===== src/rtl/board_referee.sv =====
// rtl/board_referee.sv - tic-tac-toe board owner: validates one move at a time, commits it, then scans the 8 win lines.
module board_referee #(
  parameter int NCELLS = 9,
  parameter int ADDRW  = 4
) (
  input  logic                ph1,
  input  logic                reset,
  input  logic                newGame,
  input  logic                moveValid,
  input  logic [ADDRW-1:0]    moveAddr,
  input  logic [1:0]          movePlayer,
  output logic                moveReady,
  output logic                moveAccept,
  output logic                moveReject,
  output logic [2*NCELLS-1:0] gBoard,
  output logic                gameIsDone,
  output logic [1:0]          winner
);

  typedef enum logic [2:0] {S_IDLE, S_CHECK, S_WRITE, S_SCAN, S_DONE} state_t;

  state_t              r_state;
  state_t              w_next;
  logic [ADDRW-1:0]    r_addr;
  logic [1:0]          r_player;
  logic [2*NCELLS-1:0] r_board;
  logic [3:0]          r_count;
  logic [2:0]          r_line;
  logic [1:0]          r_winner;
  logic                r_accept;
  logic                r_reject;

  logic [1:0]          w_target;
  logic                w_ok;
  logic [1:0]          w_c0, w_c1, w_c2;
  logic                w_match;

  always_comb begin
    w_target = 2'b00;
    for (int i = 0; i < NCELLS; i++) begin
      if (r_addr == ADDRW'(i)) w_target = r_board[2*i +: 2];
    end
  end

  assign w_ok = (r_addr < ADDRW'(NCELLS)) && (w_target == 2'b00) &&
                ((r_player == 2'b11) || (r_player == 2'b10));

  // Win-line table: rows, columns, then the two diagonals.
  always_comb begin
    w_c0 = 2'b00;
    w_c1 = 2'b00;
    w_c2 = 2'b00;
    case (r_line)
      3'd0:    begin w_c0 = r_board[1:0]; w_c1 = r_board[3:2];   w_c2 = r_board[5:4];   end
      3'd1:    begin w_c0 = r_board[7:6]; w_c1 = r_board[9:8];   w_c2 = r_board[11:10]; end
      3'd2:    begin w_c0 = r_board[13:12]; w_c1 = r_board[15:14]; w_c2 = r_board[17:16]; end
      3'd3:    begin w_c0 = r_board[1:0]; w_c1 = r_board[7:6];   w_c2 = r_board[13:12]; end
      3'd4:    begin w_c0 = r_board[3:2]; w_c1 = r_board[9:8];   w_c2 = r_board[15:14]; end
      3'd5:    begin w_c0 = r_board[5:4]; w_c1 = r_board[11:10]; w_c2 = r_board[17:16]; end
      3'd6:    begin w_c0 = r_board[1:0]; w_c1 = r_board[9:8];   w_c2 = r_board[17:16]; end
      default: begin w_c0 = r_board[5:4]; w_c1 = r_board[9:8];   w_c2 = r_board[13:12]; end
    endcase
  end

  assign w_match = (w_c0 != 2'b00) && (w_c0 == w_c1) && (w_c1 == w_c2);

  always_ff @(posedge ph1 or posedge reset) begin
    if (reset) r_state <= S_IDLE;
    else       r_state <= w_next;
  end

  always_comb begin
    w_next = r_state;
    case (r_state)
      S_IDLE:  if (moveValid) w_next = S_CHECK;
      S_CHECK: w_next = w_ok ? S_WRITE : S_IDLE;
      S_WRITE: w_next = S_SCAN;
      S_SCAN: begin
        if (w_match)                w_next = S_DONE;
        else if (r_line == 3'd7)    w_next = (r_count == 4'd9) ? S_DONE : S_IDLE;
      end
      S_DONE:  w_next = S_DONE;
      default: w_next = S_IDLE;
    endcase
    if (newGame) w_next = S_IDLE;
  end

  always_ff @(posedge ph1 or posedge reset) begin
    if (reset) begin
      r_addr   <= '0;
      r_player <= 2'b00;
      r_board  <= '0;
      r_count  <= 4'd0;
      r_line   <= 3'd0;
      r_winner <= 2'b00;
      r_accept <= 1'b0;
      r_reject <= 1'b0;
    end else begin
      r_accept <= 1'b0;
      r_reject <= 1'b0;
      if (newGame) begin
        r_board  <= '0;
        r_count  <= 4'd0;
        r_line   <= 3'd0;
        r_winner <= 2'b00;
      end else begin
        case (r_state)
          S_IDLE: begin
            if (moveValid) begin
              r_addr   <= moveAddr;
              r_player <= movePlayer;
            end
          end
          S_CHECK: begin
            r_accept <= w_ok;
            r_reject <= !w_ok;
          end
          S_WRITE: begin
            for (int i = 0; i < NCELLS; i++) begin
              if (r_addr == ADDRW'(i)) r_board[2*i +: 2] <= r_player;
            end
            if (r_count != 4'd9) r_count <= r_count + 4'd1;
            r_line <= 3'd0;
          end
          S_SCAN: begin
            if (w_match)             r_winner <= w_c0;
            else if (r_line == 3'd7) begin
              if (r_count == 4'd9)   r_winner <= 2'b01;
            end else                 r_line <= r_line + 3'd1;
          end
          default: ;
        endcase
      end
    end
  end

  assign moveReady  = (r_state == S_IDLE);
  assign moveAccept = r_accept;
  assign moveReject = r_reject;
  assign gBoard     = r_board;
  assign gameIsDone = (r_state == S_DONE);
  assign winner     = r_winner;

endmodule


===== config.mk =====
export PLATFORM = sky130hd
export DESIGN_NAME = board_referee
export DESIGN_NICKNAME = d
export VERILOG_FILES = /design/src/rtl/board_referee.sv
export SDC_FILE = /design/constraint.sdc
export NUM_CORES = 1
export LEC_CHECK = 0
export BUFFER_PORTS_ARGS = -buffer_cell sky130_fd_sc_hd__buf_2
export CAP_MARGIN = 20
export CORE_UTILIZATION = 50
export CTS_CLUSTER_SIZE = 40
export DETAILED_ROUTE_END_ITERATION = 8
export GPL_TIMING_DRIVEN = 0
export MAX_ROUTING_LAYER = met4
export PLACE_DENSITY = 0.71
export SLEW_MARGIN = 20
export SYNTH_ARGS = -nofsm -noshare
export SYNTH_HDL_FRONTEND = slang
export SYNTH_SLANG_ARGS = --single-unit

===== constraint.sdc =====
create_clock -name ph1 -period 2.4 [get_ports ph1]
set_input_delay 0.48 -clock ph1 [delete_from_list [all_inputs] [get_ports ph1]]
set_output_delay 0.48 -clock ph1 [all_outputs]
set_load 0.02 [all_outputs]

==> results of run 1 <==
[logic make-up after synthesis]
group / after synthesis / share of synthesized area (%)
flops: 38 / 40.6
fa+ha+maj: 8 / 4.27
simple gates: 96 / 20.5
xor+xnor: 3 / 1.12
mux: 23 / 10.5
buf+inv: 20 / 4.16
compound gates: 64 / 18.9
[repair_timing]
item	CTS	global route
endpoints found under the setup margin	8	8
gates cloned	1	0
pin swaps	18	15
gates resized for setup	28	16
buffers inserted	9	1
[power by group through the flow]
stage	Clock, mW	Combinational (mW)	Sequential (mW)
after floorplan	0	0.206	0.735
after global placement	0	0.279	0.740
after detailed placement	0	0.288	0.741
after CTS	0.455	0.297	0.728
after global routing	0.478	0.336	0.737
final	0.443	0.306	0.730
[how the worst max path moves through the flow]
| stage | start | to | slack (ns) |
|---|---|---|---|
| 2_1_floorplan | r_line[0]$_DFFE_PP0P_ | winner[0]$_DFFE_PP0P_ | 0.008 |
| 3_3_place_gp | r_line[0]$_DFFE_PP0P_ | r_state[0]$_DFFE_PP0P_ | -0.33 |
| 3_5_place_dp | r_line[0]$_DFFE_PP0P_ | r_state[0]$_DFFE_PP0P_ | -0.34 |
| 4_1_cts | r_line[0]$_DFFE_PP0P_ | winner[0]$_DFFE_PP0P_ | -0.09 |
| 5_1_grt | r_line[0]$_DFFE_PP0P_ | r_state[2]$_DFFE_PP0P_ | -0.19 |
| 6_report | r_line[0]$_DFFE_PP0P_ | r_state[0]$_DFFE_PP0P_ | -0.12 |
[final cells by class]
class                           instances  area, um^2
Tap cell                               52        65.1
Timing Repair Buffer                   45         279
Inverter                                7        28.8
Sequential cell                        38         953
Fill cell                             389        1490
Buffer                                 13        83.8
Multi-Input combinational cell        194        1460
Clock buffer                            7        86.3
[registers in the layout, summed over array words and instances, names as in the netlist]
| register | count |
|---|---|
| moveAccept | 1 |
| r_line | 3 |
| moveReject | 1 |
| r_count | 4 |
| r_addr | 4 |
| winner | 2 |
| r_player | 2 |
| gBoard | 18 |
| r_state | 3 |
[metal layers]
layer | GRT usage (%) | vias to the layer above | part of all wire [%] | wire length (um)
li1 | - | 1013 | - | -
met1 | 39.8 | 1059 | 47 | 2940
met2 | 39.1 | 83 | 47 | 2960
met3 | 3.90 | 6 | 5.4 | 344
met4 | 8.16 | 0 | 1.2 | 77
met5 | - | - | 0 | 0
[synthesized netlist by cell type, types with 6 or more instances]
library cell               instances  area, um^2
sky130_fd_sc_hd__nand2_1          15        56.3
sky130_fd_sc_hd__mux2i_1          14         140
sky130_fd_sc_hd__nand3_1           7        35.0
sky130_fd_sc_hd__clkbuf_1          6        22.5
sky130_fd_sc_hd__nor2_1           39         146
sky130_fd_sc_hd__mux2_2            8        90.1
sky130_fd_sc_hd__a21oi_1          13        65.1
sky130_fd_sc_hd__inv_1             6        22.5
sky130_fd_sc_hd__ha_1              8         100
sky130_fd_sc_hd__o21ai_0          10        50.1
sky130_fd_sc_hd__dfrtp_1          38         951
[per-stage QoR]
step | utilization (%) | setup TNS (ns)
after global placement | 58.2 | -2.01
after detailed placement | 58.6 | -2.14
final | 66.5 | -0.631
after global routing | 66.5 | -1.16
after CTS | 64.5 | -0.288
after floorplan | - | 0
==> results.txt, run 1 <==
----------------------------------------------------
[Yosys]
  Synth Register Bits ... 38
  Flip-flop cell with the highest count after synthesis ... sky130_fd_sc_hd__dfrtp_1
  Portion of the post-synthesis area used by sequential elements ... about two fifths
  Synth Area per Inst ... 9.30 um^2
  EDFF count, synth ... 0
  Syn nets ... 270
  Cell area after synthesis ... 0.00234 mm^2
  Number of unique standard cell types used by synthesis ... 59
  Cell count after synthesis ... 252
  YS warnings ... 0
  Proportion of register bits with asynchronous set or reset after synthesis ... 100%

[Layout]
  Area growth from synthesis to layout ... 26.1%
  Most common cell after layout, fill and taps aside ... sky130_fd_sc_hd__nor2_1
  Final cell count without fillers ... 356
  Antenna cells ... 0
  Net count, final ... 322
  Commonest non-fill, non-tap cells in the layout ... sky130_fd_sc_hd__nor2_1, sky130_fd_sc_hd__dfrtp_1, sky130_fd_sc_hd__buf_2
  Fraction of final layout cells sized beyond drive strength 1 ... around 33%
  Layout Cell Area excl Fill ... around 0.0030 mm^2

[Power]
  Sw Pwr ... 0.449 mW
  Logic gate share of total power ... 20.7%
  Switching portion of total power ... a little under a third
  Part of the power in registers ... 49.4%
  Total design power ... 1.48 mW
  Internal portion of total power ... 1.03 mW
  Clock network fraction of total power ... 30.0%
  Power density over the cells ... 500 mW/mm^2
  Leakage power ... 1.37 nW
  Largest voltage drop on the vdd net ... 0.000401 V

[GRT]
  Largest net degree at the start of global routing ... 29
  Total overflow reported by the global router ... 0
  GRT Overall Usage ... 27.2%
  Wire length of the first global-routing pass ... 10100 um
  Antenna violations before repair ... 0
  Number of global-route vias before repair ... 1950

[Worst setup path]
  Startpoint types ... flip-flop
  Top Family by Delay on Critical Path ... compound AO/OA/AOI/OAI gates
  Required time of the worst setup path ... 2.58 ns
  Critical-path maximum fanout ... 5
  Reg2reg start ... r_line[0]$_DFFE_PP0P_
  Critical path data arrival time ... 2.71 ns
  Delay of the slowest cell on the worst path ... ~0.48 ns
  Cell with the biggest individual delay on the critical path ... sky130_fd_sc_hd__dfrtp_2
  Setup crit end kind ... flip-flop
  Kind of critical path ... reg2reg
  RR Endpoint ... r_state[0]$_DFFE_PP0P_
  Logic depth of the worst register-to-register path ... 10
  Ordered list of cells on the worst path ... buf_6 -> ha_4 -> buf_6 -> a221o_1 -> o21ai_1 -> a21oi_1 -> or3_4 -> o21ba_4 -> a21boi_2 -> o21ai_1
  Crit path buffers/inverters ... 2
  Path length in cells of the critical path ... 10
  Worst reg2reg setup slack ... -0.12 ns

[Clock network]
  Number of clock buffers inserted by TritonCTS ... 5
  Clock sink count ... 38
  Hold-fix buffer count after cts ... 0
  Latest clock arrival within the worst-skew pair ... 0.30 ns
  TritonCTS clock tree ... done
  Clock tree buffer depth ... 2
  H-tree depth reported by CTS ... 2
  Clock slew seen by the registers of the worst setup and hold paths ... roughly 0.070 ns
  Clock Tree Root ... sky130_fd_sc_hd__clkbuf_8

[Place]
  Count of placed standard cells including taps ... 338
  Gp weighted congestion ... between 0.9 and 1
  Dpl hpwl ... 4160 um
  Cell Area, Placed ... 0.00261 mm^2
  Placement Setup Slack ... -0.338 ns
  Number of input and output port buffers inserted ... 33

[Timing]
  Final setup margin ... -0.122 ns
  Fraction of the cycle the final worst path needs ... 105%
  Total setup violations reported at the end of the flow ... 8
  Clk_skew ... ~0.0076 ns
  RSZ-0062 raised after global routing ... yes
  Peak Freq ... ~0.40 GHz
  Final hold viol count ... 0
  Transition time at the pin with the least slew margin ... 0.689 ns
  Final critical-path required period ... 2.52 ns
  Max Slew Vio Count ... 0
  Worst slew slack as a fraction of its limit ... 53.9%
  Final-layout worst hold slack ... between 0.1 and 0.15 ns

[Route]
  Vias after detailed routing ... ~2200
  Routed len/inst ... 17.7 um
  Post-route antenna net violation count ... 0
  Residual DRC count ... 7
  Final routed wirelength across all metal layers ... 6320 um
  Number of vias per cell after detailed routing ... 6.07
  First-pass detailed-route iteration total ... 7
  Initial DRC Count ... ~300

[Die]
  Standard-cell rows ... 24
  Die outline area ... 0.00496 mm^2
  Ports ... 34
  Effective utilization at floorplan ... 52.7%
  Horizontal die dimension ... around 70 um
  Vert. Die Dim ... a little over 70 um
  Placeable core area ... 0.00444 mm^2

[Min path]
  Kind of path behind the tightest hold check ... in2async

[Outcome]
  Violations in the final reports ... DRC, setup timing
  Outcome ... finished, violations left

[Job]
  Max Cap Violations ... 0

----------------------------------------------------
No activity file was read; power rests on OpenSTA's default activity.
==> run 2, diff against run 1 <==
--- a/config.mk
+++ b/config.mk
@@ -7,12 +7,12 @@
 export LEC_CHECK = 0
 export BUFFER_PORTS_ARGS = -buffer_cell sky130_fd_sc_hd__buf_2
 export CAP_MARGIN = 20
-export CORE_UTILIZATION = 50
+export CORE_UTILIZATION = 40
 export CTS_CLUSTER_SIZE = 40
 export DETAILED_ROUTE_END_ITERATION = 8
 export GPL_TIMING_DRIVEN = 0
 export MAX_ROUTING_LAYER = met4
-export PLACE_DENSITY = 0.71
+export PLACE_DENSITY = 0.58
 export SLEW_MARGIN = 20
 export SYNTH_ARGS = -nofsm -noshare
 export SYNTH_HDL_FRONTEND = slang
==> results.txt, run 2 (synthesis gave the netlist of run 1 again) <==
----------------------------------------------------
[Timing]
  Total setup violations reported at the end of the flow ... 6
  Max Slew Vio Count ... 0
  Final setup margin ... -0.0904 ns
  RSZ-0062 raised after global routing ... yes
  Worst slew slack as a fraction of its limit ... 53.6%
  Final critical-path required period ... roughly 2.5 ns
  Final hold viol count ... 0
  Peak Freq ... ~0.4 GHz
  Total Neg Setup Slack ... -0.313 ns
  Clk_skew ... 0.00886 ns
  Transition time at the pin with the least slew margin ... 0.695 ns
  Fraction of the cycle the final worst path needs ... 104%

[GRT]
  Wire length of the first global-routing pass ... 10200 um
  GRT Overall Usage ... 22.2%
  Total overflow reported by the global router ... 0
  Antenna violations before repair ... 0
  Number of global-route vias before repair ... 1936
  Largest net degree at the start of global routing ... 30

[Clock network]
  Clock Tree Root ... sky130_fd_sc_hd__clkbuf_8
  Clock tree buffer depth ... 2
  Clock sink count ... 38
  Hold-fix buffer count after cts ... 0
  Latest clock arrival within the worst-skew pair ... about 0.29 ns
  Number of clock buffers inserted by TritonCTS ... 5
  H-tree depth reported by CTS ... 2
  Clock slew seen by the registers of the worst setup and hold paths ... 0.08 ns
  TritonCTS clock tree ... done

[Power]
  Largest voltage drop on the vdd net ... 0.000475 V
  Power density over the cells ... 506 mW/mm^2
  Leakage power ... between 1 and 1.5 nW

[Die]
  Ports ... 34
  Standard-cell rows ... 27
  Vert. Die Dim ... slightly below 80 um
  Effective utilization at floorplan ... 42.0%
  Horizontal die dimension ... 78.5 um
  Die outline area ... about 0.006 mm^2
  Placeable core area ... ~0.0056 mm^2

[Worst setup path]
  Required time of the worst setup path ... 2.63 ns
  Critical path data arrival time ... 2.72 ns
  Worst setup startpoint ... r_line[0]$_DFFE_PP0P_
  Reg2reg start ... r_line[0]$_DFFE_PP0P_
  Setup crit end kind ... flip-flop
  Startpoint types ... flip-flop
  Worst setup path end ... winner[0]$_DFFE_PP0P_
  Logic depth of the worst register-to-register path ... 10
  Worst reg2reg setup slack ... -0.09 ns
  RR Endpoint ... winner[0]$_DFFE_PP0P_
  Kind of critical path ... reg2reg
  Critical-path maximum fanout ... 7

[Layout]
  Number of flip-flops in the largest register ... 18
  Area growth from synthesis to layout ... 25.5%
  Most common cell after layout, fill and taps aside ... sky130_fd_sc_hd__nor2_1
  Final Util ... 52.8%
  Commonest non-fill, non-tap cells in the layout ... sky130_fd_sc_hd__nor2_1, sky130_fd_sc_hd__dfrtp_1, sky130_fd_sc_hd__buf_2
  Fraction of final layout cells sized beyond drive strength 1 ... 32.0%
  Net count, final ... 320
  Layout Cell Area excl Fill ... 0.00294 mm^2
  Antenna cells ... 0
  Final cell count without fillers ... 375

[Route]
  Residual DRC count ... 0
  Routed len/inst ... 16.6 um
  First-pass detailed-route iteration total ... 5
  Initial DRC Count ... 127
  Number of vias per cell after detailed routing ... approximately 5.6
  Vias after detailed routing ... 2103
  Final routed wirelength across all metal layers ... 6210 um
  Post-route antenna net violation count ... 0

[Place]
  Gp weighted congestion ... 0.902
  Count of placed standard cells including taps ... ~360
  Number of input and output port buffers inserted ... 33
  Cell Area, Placed ... 0.00263 mm^2
  Placement Setup Slack ... -0.382 ns
  Dpl hpwl ... 4320 um

[Job]
  Max Cap Violations ... 0

[Outcome]
  Outcome ... finished, violations left
  Violations in the final reports ... setup timing

[Min path]
  Kind of path behind the tightest hold check ... in2async

----------------------------------------------------
==> run 2: cell types whose count changed in the layout (fill, tap and decap cells not counted), sizes merged <==
cell,change
clkinv,+1
buf,-2
==> run 2: worst min path at each step <==
stage / endpoint / slack (ns) / depth (start not counted)
2_1_floorplan: r_count[3]$_DFFE_PP0P_ / 0.50 / 2
3_3_place_gp: r_count[3]$_DFFE_PP0P_ / 0.52 / 2
3_5_place_dp: r_count[0]$_DFFE_PP0P_ / 0.42 / 2
4_1_cts: r_state[0]$_DFFE_PP0P_ / 0.10 / 2
5_1_grt: r_state[0]$_DFFE_PP0P_ / 0.11 / 2
6_report: r_state[0]$_DFFE_PP0P_ / 0.1 / 2
==> run 2: through the flow <==
stage / hold slack (ns) / power, mW
floorplan: 0.498 / 0.941
global route: 0.109 / 1.57
finish: 0.0989 / 1.49
global placement: 0.518 / 1.03
CTS: 0.102 / 1.50
detailed placement: 0.424 / 1.03
==> run 2: layer usage <==
layer  routed length (um)  GRT usage (%)  vias to the layer above
met3                  190           3.72                        8
met1                 3130           31.4                     1030
met5                    0              -                        -
li1                     -              -                     1019
met2                 2820           31.8                       46
met4                   59           7.96                        0
==> run 2: critical path, cell delays in order (launching register included) <==
cell	delay [ns]
sky130_fd_sc_hd__dfrtp_2	0.47
sky130_fd_sc_hd__buf_6	0.15
sky130_fd_sc_hd__ha_4	0.16
sky130_fd_sc_hd__buf_6	0.13
sky130_fd_sc_hd__a32oi_1	0.17
sky130_fd_sc_hd__o21ai_1	0.11
sky130_fd_sc_hd__mux2_4	0.29
sky130_fd_sc_hd__or3_4	0.36
sky130_fd_sc_hd__a21o_4	0.24
sky130_fd_sc_hd__a31oi_1	0.17
sky130_fd_sc_hd__o221a_1	0.18
==> run 2: area by class of cell <==
type | instances | area (um^2)
Tap cell | 72 | 90.1
Multi-Input combinational cell | 194 | 1440
Timing Repair Buffer | 43 | 254
Clock inverter | 1 | 5.00
Fill cell | 521 | 2630
Sequential cell | 38 | 953
Buffer | 13 | 83.8
Inverter | 7 | 28.8
Clock buffer | 7 | 86.3
==> run 2: power by group <==
group          switching (mW)  internal, mW  total, mW
Clock                   0.224         0.232      0.455
Combinational           0.182         0.119      0.301
Sequential             0.0513         0.681      0.732
==> run 2: what timing repair did <==
item | 4_1_cts | 5_1_grt
endpoints found under the setup margin | 8 | 8
cloned | 1 | 0
buffers inserted | 7 | 1
gates resized for setup | 28 | 9
pin swaps | 22 | 9
